===== config.mk =====
export PLATFORM = sky130hd
export DESIGN_NAME = keypad_scanner_flat
export DESIGN_NICKNAME = d
export VERILOG_FILES = /design/src/rtl/keypad_scanner_if.sv /design/src/rtl/keypad_scanner.sv /design/src/flat_wrapper.sv
export SDC_FILE = /design/constraint.sdc
export NUM_CORES = 1
export LEC_CHECK = 0
export CELL_PAD_IN_SITES_DETAIL_PLACEMENT = 1
export CELL_PAD_IN_SITES_GLOBAL_PLACEMENT = 2
export CORE_MARGIN = 8
export CORE_UTILIZATION = 35
export CTS_BUF_LIST = sky130_fd_sc_hd__clkbuf_2
export DETAILED_ROUTE_END_ITERATION = 7
export MAX_ROUTING_LAYER = met4
export PLACE_DENSITY_LB_ADDON = 0.1
export SYNTH_ARGS = -nofsm -noshare
export SYNTH_HDL_FRONTEND = slang
export SYNTH_SLANG_ARGS = --single-unit

===== constraint.sdc =====
create_clock -name cp -period 2 [get_ports cp]
set_input_delay 0.4 -clock cp [delete_from_list [all_inputs] [get_ports cp]]
set_output_delay 0.4 -clock cp [all_outputs]
set_load 0.02 [all_outputs]

===== src/rtl/keypad_scanner_if.sv =====
// keypad_scanner_if: key event bundle from the scanner to user logic.
// key_code {row,col}, key_valid one-cycle pulse, key_down level while held.
interface keypad_scanner_if;
  logic [3:0] key_code;
  logic       key_valid;
  logic       key_down;

  modport master (output key_code, key_valid, key_down);
  modport slave  (input  key_code, key_valid, key_down);
endinterface


===== src/rtl/keypad_scanner.sv =====
// keypad_scanner: 4x4 matrix keypad scan, debounce and key-code report.
// Ports: cp, rst_n (async low), KEY_ROW in, KEY_COL out, key_if master.
// Optional KEY_REPEAT_EN: auto-repeat key_valid while a key is held.
module keypad_scanner #(
  parameter int CLK_DIV        = 50000,
  parameter int DEBOUNCE_TICKS = 4
`ifdef KEY_REPEAT_EN
  ,
  parameter int REPEAT_DELAY   = 100,
  parameter int REPEAT_RATE    = 20
`endif
) (
  input  logic              cp,
  input  logic              rst_n,
  input  logic [3:0]        KEY_ROW,
  output logic [3:0]        KEY_COL,
  keypad_scanner_if.master  key_if
);

  localparam int DW = $clog2(CLK_DIV);
  localparam int CW = $clog2(DEBOUNCE_TICKS + 1);
  localparam logic [DW-1:0] DIV_LAST = DW'(CLK_DIV - 1);
  localparam logic [CW-1:0] DB_LAST  = CW'(DEBOUNCE_TICKS);

  typedef enum logic [1:0] {
    SCAN, PRESS_DB, HOLD, REL_DB
  } state_e;

  state_e        state_q, state_d;
  logic [3:0]    row_m_q, row_s_q;
  logic [DW-1:0] div_q, div_d;
  logic [1:0]    col_q, col_d;
  logic [1:0]    row_idx_q, row_idx_d;
  logic [CW-1:0] cnt_q, cnt_d;
  logic [CW-1:0] cnt_inc;
  logic [3:0]    code_q, code_d;
  logic          valid_q, valid_d;
  logic          down_q, down_d;
  logic          tick, hit, row_held;
  logic          do_accept, do_release;
  logic [1:0]    hit_row;

`ifdef KEY_REPEAT_EN
  localparam int RMAX = (REPEAT_DELAY > REPEAT_RATE) ?
                        REPEAT_DELAY : REPEAT_RATE;
  localparam int RW = $clog2(RMAX + 1);
  logic [RW-1:0] rpt_q, rpt_d;
`endif

  assign tick     = (div_q == DIV_LAST);
  assign div_d    = tick ? '0 : div_q + 1'b1;
  assign hit      = ~&row_s_q;
  assign row_held = ~row_s_q[row_idx_q];
  assign cnt_inc  = cnt_q + 1'b1;

  // lowest row index wins when several rows are low
  always_comb begin
    hit_row = 2'd0;
    priority case (1'b1)
      ~row_s_q[0]: hit_row = 2'd0;
      ~row_s_q[1]: hit_row = 2'd1;
      ~row_s_q[2]: hit_row = 2'd2;
      ~row_s_q[3]: hit_row = 2'd3;
      default:     hit_row = 2'd0;
    endcase
  end

  always_comb begin
    state_d    = state_q;
    col_d      = col_q;
    row_idx_d  = row_idx_q;
    cnt_d      = cnt_q;
    code_d     = code_q;
    valid_d    = 1'b0;
    down_d     = down_q;
    do_accept  = 1'b0;
    do_release = 1'b0;
`ifdef KEY_REPEAT_EN
    rpt_d      = rpt_q;
`endif
    if (tick) begin
      unique case (state_q)
        SCAN: begin
          if (hit) begin
            row_idx_d = hit_row;
            cnt_d     = CW'(1);
            if (DEBOUNCE_TICKS == 1) do_accept = 1'b1;
            else state_d = PRESS_DB;
          end else begin
            col_d = col_q + 2'd1;
          end
        end
        PRESS_DB: begin
          if (row_held) begin
            cnt_d = cnt_inc;
            if (cnt_inc == DB_LAST) do_accept = 1'b1;
          end else begin
            state_d = SCAN;
            col_d   = col_q + 2'd1;
          end
        end
        HOLD: begin
          if (!row_held) begin
            cnt_d = CW'(1);
            if (DEBOUNCE_TICKS == 1) do_release = 1'b1;
            else state_d = REL_DB;
          end else begin
`ifdef KEY_REPEAT_EN
            if (rpt_q == RW'(1)) begin
              valid_d = 1'b1;
              rpt_d   = RW'(REPEAT_RATE);
            end else begin
              rpt_d = rpt_q - 1'b1;
            end
`endif
          end
        end
        REL_DB: begin
          if (!row_held) begin
            cnt_d = cnt_inc;
            if (cnt_inc == DB_LAST) do_release = 1'b1;
          end else begin
            state_d = HOLD;
`ifdef KEY_REPEAT_EN
            rpt_d   = RW'(REPEAT_DELAY);
`endif
          end
        end
        default: state_d = SCAN;
      endcase
    end
    if (do_accept) begin
      code_d  = {row_idx_d, col_q};
      valid_d = 1'b1;
      down_d  = 1'b1;
      state_d = HOLD;
`ifdef KEY_REPEAT_EN
      rpt_d   = RW'(REPEAT_DELAY);
`endif
    end
    if (do_release) begin
      down_d  = 1'b0;
      col_d   = col_q + 2'd1;
      state_d = SCAN;
    end
  end

  always_ff @(posedge cp or negedge rst_n) begin
    if (!rst_n) begin
      row_m_q   <= 4'hF;
      row_s_q   <= 4'hF;
      div_q     <= '0;
      state_q   <= SCAN;
      col_q     <= 2'd0;
      row_idx_q <= 2'd0;
      cnt_q     <= '0;
      code_q    <= 4'd0;
      valid_q   <= 1'b0;
      down_q    <= 1'b0;
    end else begin
      row_m_q   <= KEY_ROW;
      row_s_q   <= row_m_q;
      div_q     <= div_d;
      state_q   <= state_d;
      col_q     <= col_d;
      row_idx_q <= row_idx_d;
      cnt_q     <= cnt_d;
      code_q    <= code_d;
      valid_q   <= valid_d;
      down_q    <= down_d;
    end
  end

`ifdef KEY_REPEAT_EN
  always_ff @(posedge cp or negedge rst_n) begin
    if (!rst_n) rpt_q <= '0;
    else        rpt_q <= rpt_d;
  end
`endif

  assign KEY_COL          = ~(4'b0001 << col_q);
  assign key_if.key_code  = code_q;
  assign key_if.key_valid = valid_q;
  assign key_if.key_down  = down_q;

endmodule


===== src/flat_wrapper.sv =====
// flat-port wrapper written by rule: the top's interface ports become plain ports
module keypad_scanner_flat 
#(
  parameter int CLK_DIV        = 50000,
  parameter int DEBOUNCE_TICKS = 4

)
  (cp, rst_n, KEY_ROW, KEY_COL, key_if_key_code, key_if_key_valid, key_if_key_down);
  keypad_scanner_if key_if_i ();
  input  logic cp;
  input  logic rst_n;
  input  logic [3:0] KEY_ROW;
  output logic [3:0] KEY_COL;
  output wire logic [$bits(key_if_i.key_code)-1:0] key_if_key_code;
  output wire logic [$bits(key_if_i.key_valid)-1:0] key_if_key_valid;
  output wire logic [$bits(key_if_i.key_down)-1:0] key_if_key_down;
  assign key_if_key_code = key_if_i.key_code;
  assign key_if_key_valid = key_if_i.key_valid;
  assign key_if_key_down = key_if_i.key_down;
  keypad_scanner #(.CLK_DIV(CLK_DIV), .DEBOUNCE_TICKS(DEBOUNCE_TICKS)) u_core (.cp(cp), .rst_n(rst_n), .KEY_ROW(KEY_ROW), .KEY_COL(KEY_COL), .key_if(key_if_i));
endmodule

==> flow_summary.ini <==
[global_routing]
grt_max_degree = 22
grt_overflow_total = 0
grt_antenna_before_repair = 0
grt_pass1_wl_um = 7445
grt.total_usage = 0.1270
grt_pass1_vias = 1564

[floorplan]
rows = 26
die_y_um = 88.05
dieArea_um2 = 7752
ios = 16
die-width_um = 88.05
core-area_um2 = 5075
initial_core_util = 0.3580

[clocking]
tritoncts = built
clock_path_buffers = 2
cts_buffers = 5
htree_levels = 2
root_buffer = clkbuf_2
clk_latency_ps = 390
cts.sinks = 39
clkTransAtPathRegs_ps = 210

[status]
violations = negative setup slack
status = complete, but fails checks

[drt]
top_layer = met4
met2_length_um = 2092
wl_um = 4151
routed_via_density = 4.806
dr.first_iter.drc_count = 47
wl_per_cell_um = 14.67
via_count = 1360
firstDrtPassIters = 4
drc = 0
met1_length_um = 1823
ant_nets = 0
wl_met3_um = 179

[logic_synthesis]
yosys_warnings = 0
synth_nets = 181
syn_area_um2 = 1817
synth_seq_cells = 39
synth_cell_type_count = 36
syn-instance-count = 168
syn_area_per_cell_um2 = 10.81
seq_area_frac_synth = 0.5427

[final_layout]
final_common_cell = dfrtp_1
diodes = 0
multi_input_area_um2 = 814.5
regArea_um2 = 985.9
fin_util = 0.4571
syn_to_final_growth_pct = 27.69
fillCellCount = 566
final_cell_mix = dfrtp_1, buf_4, nand2_1, nor2_1, clkdlybuf4s50_1
drive_gt1_frac = 0.2864
final_nets = 225

[worst_setup_path]
worst-path-max-fanout = 5
crit_chain = mux4_2 > or3_1 > or4_4 > buf_6 > nand2_1 > o21ai_2
worstSetupPathType = register to register
timing.rr.end = u_core.key_if.key_code[0]
path_buf_inv = 1
slowest_delay_ps = 530
end_kind = register
cpMaxStageDelayCell = mux4_2
cp.required_ps = 2320
r2r_start = u_core.row_idx_q[0]
rr_worst_depth = 6
reg2reg_slack_ps = -60
start_kind = register
cpLargestDelayFamily = simple AND/OR/NAND/NOR gates
cp.arrival_ps = 2380

[sta]
fin_skew_ps = 6.981
slew_viol_final = 0
timing.hold.ws_ps = 373.9
hold_viol = 0
fin_crit_ps = 2061
timing.final.ws_setup_ps = -60.62
post-route-period-util = 1.030
worst_pin_slew_ps = 472.2
setup_violations = 4
fmax_mhz = 485.3
slew_headroom = 0.6852
rsz0062_at_grt = true

[min_path]
hp-class = register to register
hold_depth = 0
worstHoldStart = u_core.row_m_q[2]
min_to = u_core.row_s_q[2]

[pwr]
clkPwrFrac = 0.293
power_density_nw_per_um2 = 520.4
p_leak_nw = 0.9835
seqPwrFrac = 0.671
total_power_mw = 1.207
p_sw_frac = 0.2491
irDropWorstVdd_v = 0.0002710
power_switching_uw = 300.7
pwr-share-comb = 0.036
p_int_uw = 906.5

[placed_design]
place_ws_ps = -95.32
dp_hpwl_um = 3223
gpl.final_weighted_congestion = 0.8227
numPortBuffers = 15

[job]
max-cap-violations = 0
-- cells by family (layout without fill, tap and decap cells) --
kind of cell / Yosys count / after routing / share of synthesized area
AND/OR/NAND/NOR: 72 / 72 / 0.2073
flip-flops: 39 / 39 / 0.5427
AO/OA/AOI/OAI: 17 / 17 / 0.06336
XOR/XNOR: 15 / 15 / 0.07232
buffers and inverters: 13 / 58 / 0.03099
adder cells (fa/ha/maj): 7 / 7 / 0.04821
multiplexers: 5 / 5 / 0.03512
-- worst register-to-register path, delay by kind of cell (launching register included) --
kind	cells	cell delay, ps
AOI/OAI and AO/OA	1	50
and+or+nand+nor	3	840
DFF	1	430
buffers and inverters	1	150
muxes	1	530
-- registers in the layout, indices dropped and copies added, names as in the netlist --
register	cells
u_core.div_q	16
u_core.key_if.key_code	4
u_core.row_m_q	4
u_core.row_s_q	4
u_core.cnt_q	3
u_core.col_q	2
u_core.row_idx_q	2
u_core.state_q	2
u_core.key_if.key_down	1
u_core.key_if.key_valid	1
-- cell type report --
class,instances,area share
inverter,9,0.01456
clock buffer,5,0.01079
sequential,39,0.4250
multi-input combinational,116,0.3511
timing repair buffer,41,0.1521
tap,70,0.03776
clock inverter,3,0.008630
-- metrics by stage --
step | std cells | TNS [ps] | cell area (µm²)
after floorplan | 168 | -195.0 | 1817
after global placement | 271 | -29.45 | 2205
after detailed placement | 271 | -354.1 | 2205
after CTS | 281 | -329.6 | 2272
after global routing | 283 | -719.0 | 2320
final | 283 | -239.5 | 2320
-- synthesized netlist by cell type --
cell type	n	share of area
dfrtp_1	31	0.43
nand2_1	18	0.037
nor2_1	16	0.033
inv_1	9	0.019
xnor2_1	9	0.043
dfstp_2	8	0.12
nand3_1	8	0.022
ha_1	7	0.048
xor2_1	6	0.029
nand2b_1	4	0.014
nand4_1	4	0.014
o21ai_0	4	0.011
o21ai_2	4	0.019
a31oi_1	3	0.010
clkbuf_1	3	0.0062
mux2i_1	3	0.017
nor4_1	3	0.010
a21oi_1	2	0.0055
and3_1	2	0.0069
nand3b_1	2	0.0083
nor2b_1	2	0.0069
nor3_1	2	0.0055
nor3b_1	2	0.0083
o31ai_1	2	0.0083
or3_1	2	0.0069
or4_1	2	0.0083
a211oi_1	1	0.0041
and2_1	1	0.0034
and4_1	1	0.0048
buf_6	1	0.0062
mux2_2	1	0.0062
mux4_2	1	0.012
nand4b_1	1	0.0048
nor4b_1	1	0.0048
nor4b_2	1	0.0083
o2111ai_1	1	0.0048
-- worst max path at each step --
stage / startpoint / to / slack, ps / depth (start not counted)
after floorplan: u_core.row_idx_q[0] / u_core.key_if.key_code[3] / -50 / 6
after global placement: u_core.div_q[7] / u_core.key_if.key_code[3] / -10 / 7
after detailed placement: u_core.row_idx_q[0] / u_core.key_if.key_code[3] / -100 / 6
after CTS: u_core.row_idx_q[0] / u_core.key_if.key_code[0] / -80 / 6
after global routing: u_core.row_idx_q[0] / u_core.key_if.key_code[2] / -160 / 6
final: u_core.row_idx_q[0] / u_core.key_if.key_code[0] / -60 / 6
-- repair_timing --
| action | in CTS | in global routing |
|---|---|---|
| gates resized for setup | 8 | 13 |
| pin swaps | 0 | 3 |
| endpoints found under the hold margin | 18 | 0 |
| hold buffers | 1 | 0 |
| gates cloned | 1 | 0 |
| setup buffers | 0 | 2 |
| setup endpoints to repair | 8 | 16 |
-- metal layers --
metal	vias up	track usage
li1	663	-
met1	671	0.1396
met2	20	0.2182
met3	6	0.03283
met4	0	0.04147
met5	-	-
-- power by group through the flow --
stage                     Clock (mW)  Sequential (mW)  Combinational [mW]
after CTS                      0.379            0.810              0.0458
after detailed placement           0            0.823              0.0444
after floorplan                    0            0.821             0.00930
after global placement             0            0.822              0.0422
final                          0.354            0.810              0.0440
after global routing           0.411            0.811              0.0506
Power figures use the tool's default switching activity.
==> patch 1 (same flow settings) <==
Put a register stage on the output `KEY_COL`, cleared by the reset. The value now appears one clock later. The other outputs are not delayed to match.
--- a/src/rtl/keypad_scanner.sv
+++ b/src/rtl/keypad_scanner.sv
@@ -178,7 +178,13 @@
   end
 `endif
 
-  assign KEY_COL          = ~(4'b0001 << col_q);
+  always_ff @(posedge cp or negedge rst_n) begin
+    if (!rst_n) begin
+      KEY_COL <= '0;
+    end else begin
+      KEY_COL <= ~(4'b0001 << col_q);
+    end
+  end
   assign key_if.key_code  = code_q;
   assign key_if.key_valid = valid_q;
   assign key_if.key_down  = down_q;
Behaviour: not the same (a bounded check fails within 4 cycles, from zero or initial values and one cycle with rst_n low).
==> patch 1 against the unedited design <==
The flow still finishes with violations (setup timing); cell count grew 3.2%; setup slack gained 0.049 ns; sequential cell count grew 4; total power grew 8.8%; highest routed layer unchanged; utilization shrank 0.49 points; largest cell class unchanged; critical path type unchanged; critical path depth shrank 2; area after synthesis grew 8.9%; clock skew grew 0.016 ns; global-route usage shrank 0.59 points; routed wire length grew 7.0%; design area grew 6.7%.
==> patch 1: results (changes against the unedited design) <==
[status]
status = complete, but fails checks  ; unchanged
violations = setup timing  ; unchanged

[yosys]
synth_area_leaders = dfrtp_1, dfstp_2, ha_1, xnor2_1, xor2_1  ; was dfrtp_1, dfstp_2, ha_1, xnor2_1, nand2_1
syn_inst = 179  ; was 168
synth-seq-area-share = 0.549  ; was 0.543
synth_nets = 192  ; was 181
ys_top_cells_by_count = dfrtp_1, nor2_1, inv_1  ; was dfrtp_1, nand2_1, nor2_1, inv_1, xnor2_1
synth_cell_types = 41  ; was 36

[routing]
dr.first_iter.drc_count = 33  ; was 47
vias_per_cell = 5.16  ; was 4.81
routed-wl-met2_mm = 2.16  ; was 2.09 mm
wl_met1_mm = 2.06  ; was 1.82 mm

[power_and_ir_drop]
seq_power_uw = 891  ; was 810 uW
pwr-share-clk = 0.290  ; was 0.293
pwr-share-seq = 0.679  ; was 0.671
ir_worst_vdd_v = 0.000310  ; was 0.000271 V
p_leak_nw = 1.12  ; was 0.984 nW

[grt]
grt_use_met3 = 0.0362  ; was 0.0328
grt_first_pass_wirelength_mm = 8.01  ; was 7.45 mm
grt_pass1_vias = 1660  ; was 1,564
met2_usage = 0.189  ; was 0.218

[timing]
fin_worst_skew_ns = 0.0231  ; was 0.00698 ns
fin_hold_ws_ns = 0.0145  ; was 0.374 ns
setup_viol = 1  ; was 4
fin_ws_ns = -0.0117  ; was -0.0606 ns
max_slew_margin = 0.635  ; was 0.685
fin_setup_tns_ns = -0.0117  ; was -0.240 ns

[finish]
stdcell_count = 292  ; was 283
drive_gt1_frac = 0.245  ; was 0.286

[place]
hpwl_mm = 3.23  ; was 3.22 mm
gp_congestion = 0.794  ; was 0.823
post_dp_cell_area_sq_um = 2370  ; was 2200 sq um
place_ws_ns = -0.0187  ; was -0.0953 ns

[clock_tree]
cts_setup_buffers = 3  ; was 0
clock_latency_ns = 0.42  ; was 0.39 ns

[critical_path]
crit_start = u_core.div_q[10]  ; was u_core.row_idx_q[0]
r2r-end = u_core.col_q[1]  ; was u_core.key_if.key_code[0]
reg2reg_slack_ns = -0.01  ; was -0.06 ns
max_stage_delay_ns = 0.55  ; was 0.53 ns
cp_slowest_cell = or4_4  ; was mux4_2

[hold_path]
hold_path_class = input port to asynchronous set/reset pin  ; was flip-flop to flip-flop

==> patch 1: cell count changes after synthesis, moves of 4 or more <==
| cell | change |
|---|---|
| nand2_1 | -10 |
| inv_1 | +5 |
| dfrtp_1 | +4 |
| nand2b_1 | -4 |
| nand4_1 | +4 |
| o21ai_2 | -4 |
==> patch 1: kinds of logic (layout without fill, tap and decap cells) <==
logic type,count (synthesis),after routing,synth area share
flip-flops,43,43,0.549
AO/OA/AOI/OAI,25,25,0.0879
buffers and inverters,21,62,0.0411
AND/OR/NAND/NOR,63,63,0.177
adder cells (fa/ha/maj),7,7,0.0443
multiplexers,6,6,0.0386
XOR/XNOR,14,14,0.0620
==> patch 1: cell type report <==
cell class | instances | area [sq um]
inverter | 14 | 52.6
tap | 72 | 90.1
timing repair buffer | 40 | 333
multi-input combinational | 115 | 868
sequential | 43 | 1090
fill | 616 | 3000
clock buffer | 5 | 25.0
clock inverter | 3 | 20.0
==> patch 2 (same flow settings) <==
Without the edit above. The option `KEY_REPEAT_EN` is turned on by a define.
--- a/src/rtl/keypad_scanner.sv
+++ b/src/rtl/keypad_scanner.sv
@@ -1,6 +1,8 @@
 // keypad_scanner: 4x4 matrix keypad scan, debounce and key-code report.
 // Ports: cp, rst_n (async low), KEY_ROW in, KEY_COL out, key_if master.
 // Optional KEY_REPEAT_EN: auto-repeat key_valid while a key is held.
+`define KEY_REPEAT_EN
+
 module keypad_scanner #(
   parameter int CLK_DIV        = 50000,
   parameter int DEBOUNCE_TICKS = 4
Behaviour: same outputs for any inputs over 10 cycles, from zero or initial values and one cycle with rst_n low; that may be too few to reach the edited logic, so the function may still have changed.
==> patch 2 against the unedited design <==
The flow still finishes with violations (setup timing); critical path depth is 1 lower; area after synthesis is 28% higher; total power is 28% higher; maximum frequency is 1.5% lower; design area is 30% higher; utilization is 1.7 points higher; routed wire length is 40% higher; sequential share of layout area is 4.1 points lower; sequential cell count is 7 higher; clock skew is 0.025 ns higher; setup slack worse by 0.032 ns; count of clock-buffer cells in the layout stayed put; critical endpoint is now u_core.key_if.key_code[3]; largest power group unchanged.
==> patch 2: results (changes against the unedited design) <==
[routing]
dr.first_iter.drc_count = 36  ; was 47
vias = 1889  ; was 1,360
wl_met1_mm = 2.52  ; was 1.82 mm
routed-wl-met2_mm = 3.07  ; was 2.09 mm
met3WireLength_um = 133  ; was 179 um

[grt]
grt_use_met3 = 0.0299  ; was 0.0328
met1_usage = 0.141  ; was 0.140
grt.total_usage = 0.130  ; was 0.127
grt_first_pass_wirelength_mm = 9.91  ; was 7.45 mm
grt_pass1_vias = 2071  ; was 1,564
grt_max_degree = 25  ; was 22
met2_usage = 0.223  ; was 0.218

[timing]
setup_viol = 6  ; was 4
fin_ws_ns = -0.0922  ; was -0.0606 ns
fin_worst_skew_ns = 0.0319  ; was 0.00698 ns
max_slew_margin = 0.652  ; was 0.685
fin_setup_tns_ns = -0.408  ; was -0.240 ns

[yosys]
synthAdderAreaFrac = 0.0483  ; was 0.0482
synth-seq-area-share = 0.498  ; was 0.543
synth_cell_types = 45  ; was 36
syn_inst = 225  ; was 168
synth-xor-area-share = 0.0563  ; was 0.0723
synthMuxAreaShare = 0.0424  ; was 0.0351
synth_nets = 240  ; was 181
ys_top_cells_by_count = dfrtp_1, nor2_1, nand2_1, inv_1, o21ai_0  ; was dfrtp_1, nand2_1, nor2_1, inv_1, xnor2_1

[hold_path]
hold_path_class = input port to flip-flop  ; was flip-flop to flip-flop
min_from = KEY_ROW[0]  ; was u_core.row_m_q[2]
holdPathEnd = u_core.row_m_q[0]  ; was u_core.row_s_q[2]
min_path_cells = 1  ; was 0

[clock_tree]
clk_pin_slew_ns = 0.27  ; was 0.21 ns
clock_latency_ns = 0.45  ; was 0.39 ns

[finish]
area_delta_synth_final_pct = 29.7  ; was 27.7%
drive_gt1_frac = 0.324  ; was 0.286
nNetsFinal = 298  ; was 225
stdcell_count = 361  ; was 283

[status]
status = complete, but fails checks  ; unchanged
violations = setup timing  ; unchanged

[place]
post_dp_cell_area_sq_um = 2770  ; was 2200 sq um
gp_congestion = 0.880  ; was 0.823

[power_and_ir_drop]
ir_worst_vdd_v = 0.000254  ; was 0.000271 V
p_leak_nw = 1.36  ; was 0.984 nW

[critical_path]
crit_start = u_core.div_q[5]  ; was u_core.row_idx_q[0]
cp_max_fo = 4  ; was 5

patch 2: cell types whose count changed in the layout (fill, tap and decap cells not counted), moves of 3 or more:
cell     unedited run  this run
a21oi_1             2         6
nor2_1             14        26
o21ai_0             4         7
nor3_1              2         5
mux2_2              1         5
nand4_1             4         7
nor3_4              0         3
dfrtp_1            31        38
buf_4              21        40
o21ai_1             0         5
inv_1               7        13
patch 2: final cells by class:
type                            instances  share of cell area
Clock buffer                            5             0.00827
Clock inverter                          3              0.0145
Inverter                               14              0.0174
Multi-Input combinational cell        159               0.395
Sequential cell                        46               0.384
Tap cell                               77              0.0318
Timing Repair Buffer                   57               0.149
patch 2: timing repair:
action / 4_1_cts / 5_1_grt
pin swaps: 1 / 7
endpoints found under the setup margin: 15 / 22
buffers inserted: 9 / 3
hold endpoints to repair: 14 / 0
hold buffers: 1 / 0
gates resized for setup: 21 / 21
patch 2: where the power goes:
group          switching, mW  internal [mW]
clock network          0.332          0.214
registers            0.00510          0.947
logic                 0.0280         0.0173
total                  0.365           1.18
